`config.mk`:
```
export PLATFORM = sky130hd
export DESIGN_NAME = mbyte_alu_seq_flat
export DESIGN_NICKNAME = d
export VERILOG_FILES = /design/src/rtl/mbyte_alu_seq_if.sv /design/src/rtl/mbyte_alu_seq.sv /design/src/flat_wrapper.sv
export SDC_FILE = /design/constraint.sdc
export NUM_CORES = 1
export LEC_CHECK = 0
export ABC_CLOCK_PERIOD_IN_PS = 3200
export CORE_ASPECT_RATIO = 0.7
export CORE_MARGIN = 1
export CORE_UTILIZATION = 49
export CTS_CLUSTER_DIAMETER = 120
export DETAILED_ROUTE_END_ITERATION = 7
export PLACE_DENSITY = 0.88
export SLEW_MARGIN = 20
export SYNTH_ARGS = -nofsm -noshare
export SYNTH_HDL_FRONTEND = slang
export SYNTH_SLANG_ARGS = --single-unit
export TNS_END_PERCENT = 5
```
`constraint.sdc`:
```
create_clock -name clk -period 3.2 [get_ports clk]
set_input_delay 0.48 -clock clk [delete_from_list [all_inputs] [get_ports clk]]
set_output_delay 0.48 -clock clk [all_outputs]
set_load 0.02 [all_outputs]
```
`src/rtl/mbyte_alu_seq_if.sv`:
```
// Request/response handshake bundle for the multi-byte ALU sequencer.
// slave = sequencer side, master = requester/consumer side.
interface mbyte_alu_seq_if;
  logic        req_valid;
  logic        req_ready;
  logic [1:0]  req_op;
  logic [1:0]  req_len;
  logic [31:0] req_a;
  logic [31:0] req_b;
  logic        rsp_valid;
  logic        rsp_ready;
  logic [31:0] rsp_data;
  logic        rsp_carry;
  logic        rsp_zero;

  modport slave (
    input  req_valid, req_op, req_len, req_a, req_b, rsp_ready,
    output req_ready, rsp_valid, rsp_data, rsp_carry, rsp_zero
  );

  modport master (
    output req_valid, req_op, req_len, req_a, req_b, rsp_ready,
    input  req_ready, rsp_valid, rsp_data, rsp_carry, rsp_zero
  );
endinterface

```
`src/rtl/mbyte_alu_seq.sv`:
```
// Sequences 1..4-byte ADD/SUB/SHL/SHR through an external byte ALU, one byte per cycle.
// Response valid N cycles after accept; result held in DONE until rsp_ready, no accept until then.
module mbyte_alu_seq (
  input  logic                 clk,
  input  logic                 reset,
  mbyte_alu_seq_if.slave       bus,
  output logic [2:0]           alu_cmd,
  output logic [7:0]           alu_inA,
  output logic [7:0]           alu_inB,
  output logic                 alu_sc_i,
  input  logic [7:0]           alu_rslt,
  input  logic                 alu_sc_o,
  input  logic                 alu_zero
);

  localparam logic [1:0] IDLE = 2'd0;
  localparam logic [1:0] EXEC = 2'd1;
  localparam logic [1:0] DONE = 2'd2;

  localparam logic [1:0] OP_ADD = 2'd0;
  localparam logic [1:0] OP_SUB = 2'd1;
  localparam logic [1:0] OP_SHL = 2'd2;
  localparam logic [1:0] OP_SHR = 2'd3;

  localparam logic [2:0] CMD_ADD = 3'b000;
  localparam logic [2:0] CMD_SHL = 3'b001;
  localparam logic [2:0] CMD_SHR = 3'b010;

  logic [1:0]  state;
  logic [1:0]  op_q;
  logic [1:0]  len_q;
  logic [1:0]  cnt_q;
  logic [31:0] a_q;
  logic [31:0] b_q;
  logic [31:0] res_q;
  logic        carry_q;
  logic        zero_q;

  logic [1:0]  idx;
  logic [7:0]  a_byte;
  logic [7:0]  b_byte;

  // SHR walks from the top byte down so the shifted-out bit chains into the next lower byte.
  always_comb begin
    idx    = (op_q == OP_SHR) ? (len_q - cnt_q) : cnt_q;
    a_byte = a_q[{idx, 3'b000} +: 8];
    b_byte = b_q[{idx, 3'b000} +: 8];
  end

  always_comb begin
    alu_cmd  = CMD_ADD;
    alu_inA  = 8'h00;
    alu_inB  = 8'h00;
    alu_sc_i = 1'b0;
    if (state == EXEC) begin
      alu_inA  = a_byte;
      alu_sc_i = (cnt_q == 2'd0) ? (op_q == OP_SUB) : carry_q;
      case (op_q)
        OP_ADD: begin
          alu_cmd = CMD_ADD;
          alu_inB = b_byte;
        end
        OP_SUB: begin
          alu_cmd = CMD_ADD;
          alu_inB = ~b_byte;
        end
        OP_SHL:  alu_cmd = CMD_SHL;
        default: alu_cmd = CMD_SHR;
      endcase
    end
  end

  always_ff @(posedge clk or negedge reset) begin
    if (!reset) begin
      state   <= IDLE;
      op_q    <= 2'd0;
      len_q   <= 2'd0;
      cnt_q   <= 2'd0;
      a_q     <= 32'd0;
      b_q     <= 32'd0;
      res_q   <= 32'd0;
      carry_q <= 1'b0;
      zero_q  <= 1'b0;
    end else begin
      case (state)
        IDLE: begin
          if (bus.req_valid) begin
            op_q    <= bus.req_op;
            len_q   <= bus.req_len;
            a_q     <= bus.req_a;
            b_q     <= bus.req_b;
            cnt_q   <= 2'd0;
            res_q   <= 32'd0;
            carry_q <= 1'b0;
            zero_q  <= 1'b1;
            state   <= EXEC;
          end
        end
        EXEC: begin
          res_q[{idx, 3'b000} +: 8] <= alu_rslt;
          carry_q <= alu_sc_o;
          zero_q  <= zero_q & alu_zero;
          if (cnt_q == len_q) begin
            state <= DONE;
          end else begin
            cnt_q <= cnt_q + 2'd1;
          end
        end
        DONE: begin
          if (bus.rsp_ready) begin
            state <= IDLE;
          end
        end
        default: state <= IDLE;
      endcase
    end
  end

  assign bus.req_ready = (state == IDLE);
  assign bus.rsp_valid = (state == DONE);
  assign bus.rsp_data  = res_q;
  assign bus.rsp_carry = carry_q;
  assign bus.rsp_zero  = zero_q;

endmodule

```
`src/flat_wrapper.sv`:
```
// flat-port wrapper written by rule: the top's interface ports become plain ports
module mbyte_alu_seq_flat 
  (clk, reset, alu_cmd, alu_inA, alu_inB, alu_sc_i, alu_rslt, alu_sc_o, alu_zero, bus_req_valid, bus_req_op, bus_req_len, bus_req_a, bus_req_b, bus_rsp_ready, bus_req_ready, bus_rsp_valid, bus_rsp_data, bus_rsp_carry, bus_rsp_zero);
  mbyte_alu_seq_if bus_i ();
  input  logic clk;
  input  logic reset;
  output logic [2:0] alu_cmd;
  output logic [7:0] alu_inA;
  output logic [7:0] alu_inB;
  output logic alu_sc_i;
  input  logic [7:0] alu_rslt;
  input  logic alu_sc_o;
  input  logic alu_zero;
  input wire logic [$bits(bus_i.req_valid)-1:0] bus_req_valid;
  input wire logic [$bits(bus_i.req_op)-1:0] bus_req_op;
  input wire logic [$bits(bus_i.req_len)-1:0] bus_req_len;
  input wire logic [$bits(bus_i.req_a)-1:0] bus_req_a;
  input wire logic [$bits(bus_i.req_b)-1:0] bus_req_b;
  input wire logic [$bits(bus_i.rsp_ready)-1:0] bus_rsp_ready;
  output wire logic [$bits(bus_i.req_ready)-1:0] bus_req_ready;
  output wire logic [$bits(bus_i.rsp_valid)-1:0] bus_rsp_valid;
  output wire logic [$bits(bus_i.rsp_data)-1:0] bus_rsp_data;
  output wire logic [$bits(bus_i.rsp_carry)-1:0] bus_rsp_carry;
  output wire logic [$bits(bus_i.rsp_zero)-1:0] bus_rsp_zero;
  assign bus_i.req_valid = bus_req_valid;
  assign bus_i.req_op = bus_req_op;
  assign bus_i.req_len = bus_req_len;
  assign bus_i.req_a = bus_req_a;
  assign bus_i.req_b = bus_req_b;
  assign bus_i.rsp_ready = bus_rsp_ready;
  assign bus_req_ready = bus_i.req_ready;
  assign bus_rsp_valid = bus_i.rsp_valid;
  assign bus_rsp_data = bus_i.rsp_data;
  assign bus_rsp_carry = bus_i.rsp_carry;
  assign bus_rsp_zero = bus_i.rsp_zero;
  mbyte_alu_seq u_core (.clk(clk), .reset(reset), .bus(bus_i), .alu_cmd(alu_cmd), .alu_inA(alu_inA), .alu_inB(alu_inB), .alu_sc_i(alu_sc_i), .alu_rslt(alu_rslt), .alu_sc_o(alu_sc_o), .alu_zero(alu_zero));
endmodule
```
==> flow_summary.ini <==
[sta]
setup_tns_ns = 0
skew_ns = 0.0114
hold_viol = 0
fmax_mhz = 324
fin_crit_sh_pct = 96.6
slew_headroom_pct = 45.2
drv_slew = 0
worstMarginPinSlew_ns = 0.822
period_minus_slack_ns = 3.09
finalSetupViolations = 0
grt_setup_unrepaired = no

[cells_and_area]
diodes = 0
fin_util_pct = 69.4
stdcell_count = 861
drive_above_1_share_pct = 8.27
syn2layout_area_growth_pct = 35.4
nets = 794
final_area_um2 = 7300

[critical_path]
r2r_setup_slack_ns = 0.33
path_cells = ha_1 -> xor2_2 -> and2_4 -> buf_4 -> a311oi_1 -> mux2i_1 -> nand2_1 -> dlygate4sd2_1
cp_top_family = buffers and inverters
crit_fanout = 16
max_stage_delay_ns = 0.40
path_buf_inv = 2
worstSetupPathType = flop to output port
crit_path_start_kind = flop
cp.arrival_ns = 2.61
cp.required_ns = 2.72
cpMaxStageDelayCell = dfrtp_1
worst_setup_path_end_kind = output port

[cts]
clk_pin_slew_ns = 0.08
cts_made_buffers = 9
clock_path_buffers = 2
cts_hold_buf = 0
cts_root_buf = clkbuf_16
htreeDepth = 3
clock-sinks = 106
tritoncts = done
clk_latency_ns = 0.36

[route]
post_drt_wl_per_cell_um = 17.7
dr.pass1.iters = 6
finalWirelength_um = 15200
ant_nets = 0
drtIter0Drc = 306
drc = 0
num_vias = 4810
vias_per_cell = 5.59

[yosys]
synthFlopType = dfrtp_1
synth_largest_area_cell = dfrtp_1
syn_inst = 585
yosys_register_bits = 106
yosysMostFrequentCell = nand2_1
synth-edff-count = 0
synthTopCellsByArea = dfrtp_1, nand2_1, mux2i_1, a22o_1, nand2b_1
synth.distinct_cells = 41
synth.cell_area_um2 = 5390
synth.avg_cell_area_um2 = 9.21
synth_top_area_share_pct = 49.2
ys_async_sr_fraction_pct = 100
syn-num-nets = 671
synthTopCellsByCount = nand2_1, dfrtp_1, mux2i_1, nand2b_1, clkbuf_1
ys_seq_area_share_pct = 49.2
synth_warnings = 0

[die]
dieArea_um2 = 11400
pin_count = 138
start_util_pct = 51.3
die_height_um = 89.7
die_w_um = 127
fp-row-count = 31
coreArea_um2 = 10500

[placed_design]
numPortBuffers = 136
dpl.cell_count = 844
dp_hpwl_um = 10500
dpl_cell_area_um2 = 6870
globalplace.congestion = 0.866

[global_route]
grt_usage_pct = 27.4
grt_pass1_wl_um = 24300
overflow = 0
grt_pass1_vias = 4758
grt_max_degree = 65
antenna_found_initial = 0

[run]
max_cap_violations = 0

[pwr]
power_density_nw_per_um2 = 1030
finalPower_w = 0.00750
peakVddDrop_v = 0.000582
power.leakage_nw = 3.68

[status]
status = finished, final reports clean

[min_path]
hp-class = input pin to async pin
==> report_power, final <==
part           internal [W]  switching (W)
logic               0.00173        0.00221
clock network      0.000557       0.000556
registers           0.00193       0.000522
==> worst register-to-register path: cells and delay by family, from the launching register on <==
family	cells	cell delay, ns
adders and majority gates	2	0.59
DFF	1	0.40
buffers and inverters	2	0.44
xor gates and xnor gates	2	0.37
and+or+nand+nor	2	0.79
AOI/OAI and AO/OA	1	0.22
==> path summary, 6_finish.rpt <==
check / start / endpoint / cells past startpoint
worst max-delay path: u_core.cnt_q[0] / alu_inB[0] / 8
worst min-delay path: reset / u_core.bus.rsp_data[27] / 1
worst max register to register: u_core.cnt_q[0] / u_core.bus.rsp_data[5] / 9
worst min register to register: u_core.a_q[26] / u_core.a_q[26] / 2
max in group asynchronous: reset / u_core.b_q[26] / 2
min in group clk: u_core.a_q[26] / u_core.a_q[26] / 2
==> cell type report <==
class | instances | area, µm²
well taps | 148 | 185
repair buffers | 153 | 1550
multi-input cells | 433 | 2590
inverters | 5 | 18.8
clock inverters | 7 | 80.1
flip-flops and latches | 106 | 2650
fillers | 773 | 3210
clock buffers | 9 | 225
==> stage by stage <==
stage | hold slack [ns] | worst slack [ns]
global route | 0.250 | 0.0445
floorplan | 0.184 | 0.499
CTS | 0.224 | -0.0499
finish | 0.187 | 0.109
detailed placement | 0.461 | 0.157
global placement | 0.460 | 0.248
==> per-layer routing <==
layer / global-route usage (%) / routed length (µm)
met3: 7.38 / 1200
met1: 37.5 / 6940
met2: 42.1 / 6820
met4: 8.93 / 283
met5: 0 / 0
==> state kept, by name, indices dropped and copies added (netlist names) <==
register and cells:
u_core.a_q 32, u_core.b_q 32, u_core.bus.rsp_carry 1, u_core.bus.rsp_data 32, u_core.bus.rsp_zero 1, u_core.cnt_q 2, u_core.len_q 2, u_core.op_q 2
u_core.state 2
==> layout by cell type, fill, tap and decap left out, types with 2 or more instances in the layout <==
master / count
o21ai_0: 5
clkbuf_16: 9
a22o_1: 24
a311oi_2: 12
nand2_1: 244
a311oi_1: 4
nand2b_1: 26
and4_1: 16
nor4_1: 2
nand2_2: 2
buf_4: 14
inv_8: 2
ha_1: 4
nor2_1: 3
dfrtp_1: 106
dlygate4sd2_1: 7
nor2b_1: 2
a22oi_1: 17
a21oi_1: 3
clkinv_8: 2
clkdlybuf4s50_1: 119
dlymetal6s2s_1: 9
nand3_1: 2
o22ai_1: 10
buf_12: 3
mux2i_1: 39
inv_1: 5
==> kinds of logic after synthesis <==
| logic type | Yosys count | synth area share, % |
|---|---|---|
| AND/OR/NAND/NOR | 307 | 25.7 |
| multiplexers | 41 | 7.64 |
| other | 1 | 0.0696 |
| XOR/XNOR | 3 | 0.975 |
| adder cells (fa/ha/maj) | 4 | 0.929 |
| AO/OA/AOI/OAI | 77 | 11.2 |
| flip-flops | 106 | 49.2 |
| buffers and inverters | 46 | 4.27 |
==> repair_timing <==
item	CTS	global route
endpoints found under the setup margin	16	9
gates resized for setup	22	13
setup buffers	1	0
pin swaps	1	0
Note: power is estimated with default switching activity, not from simulation.
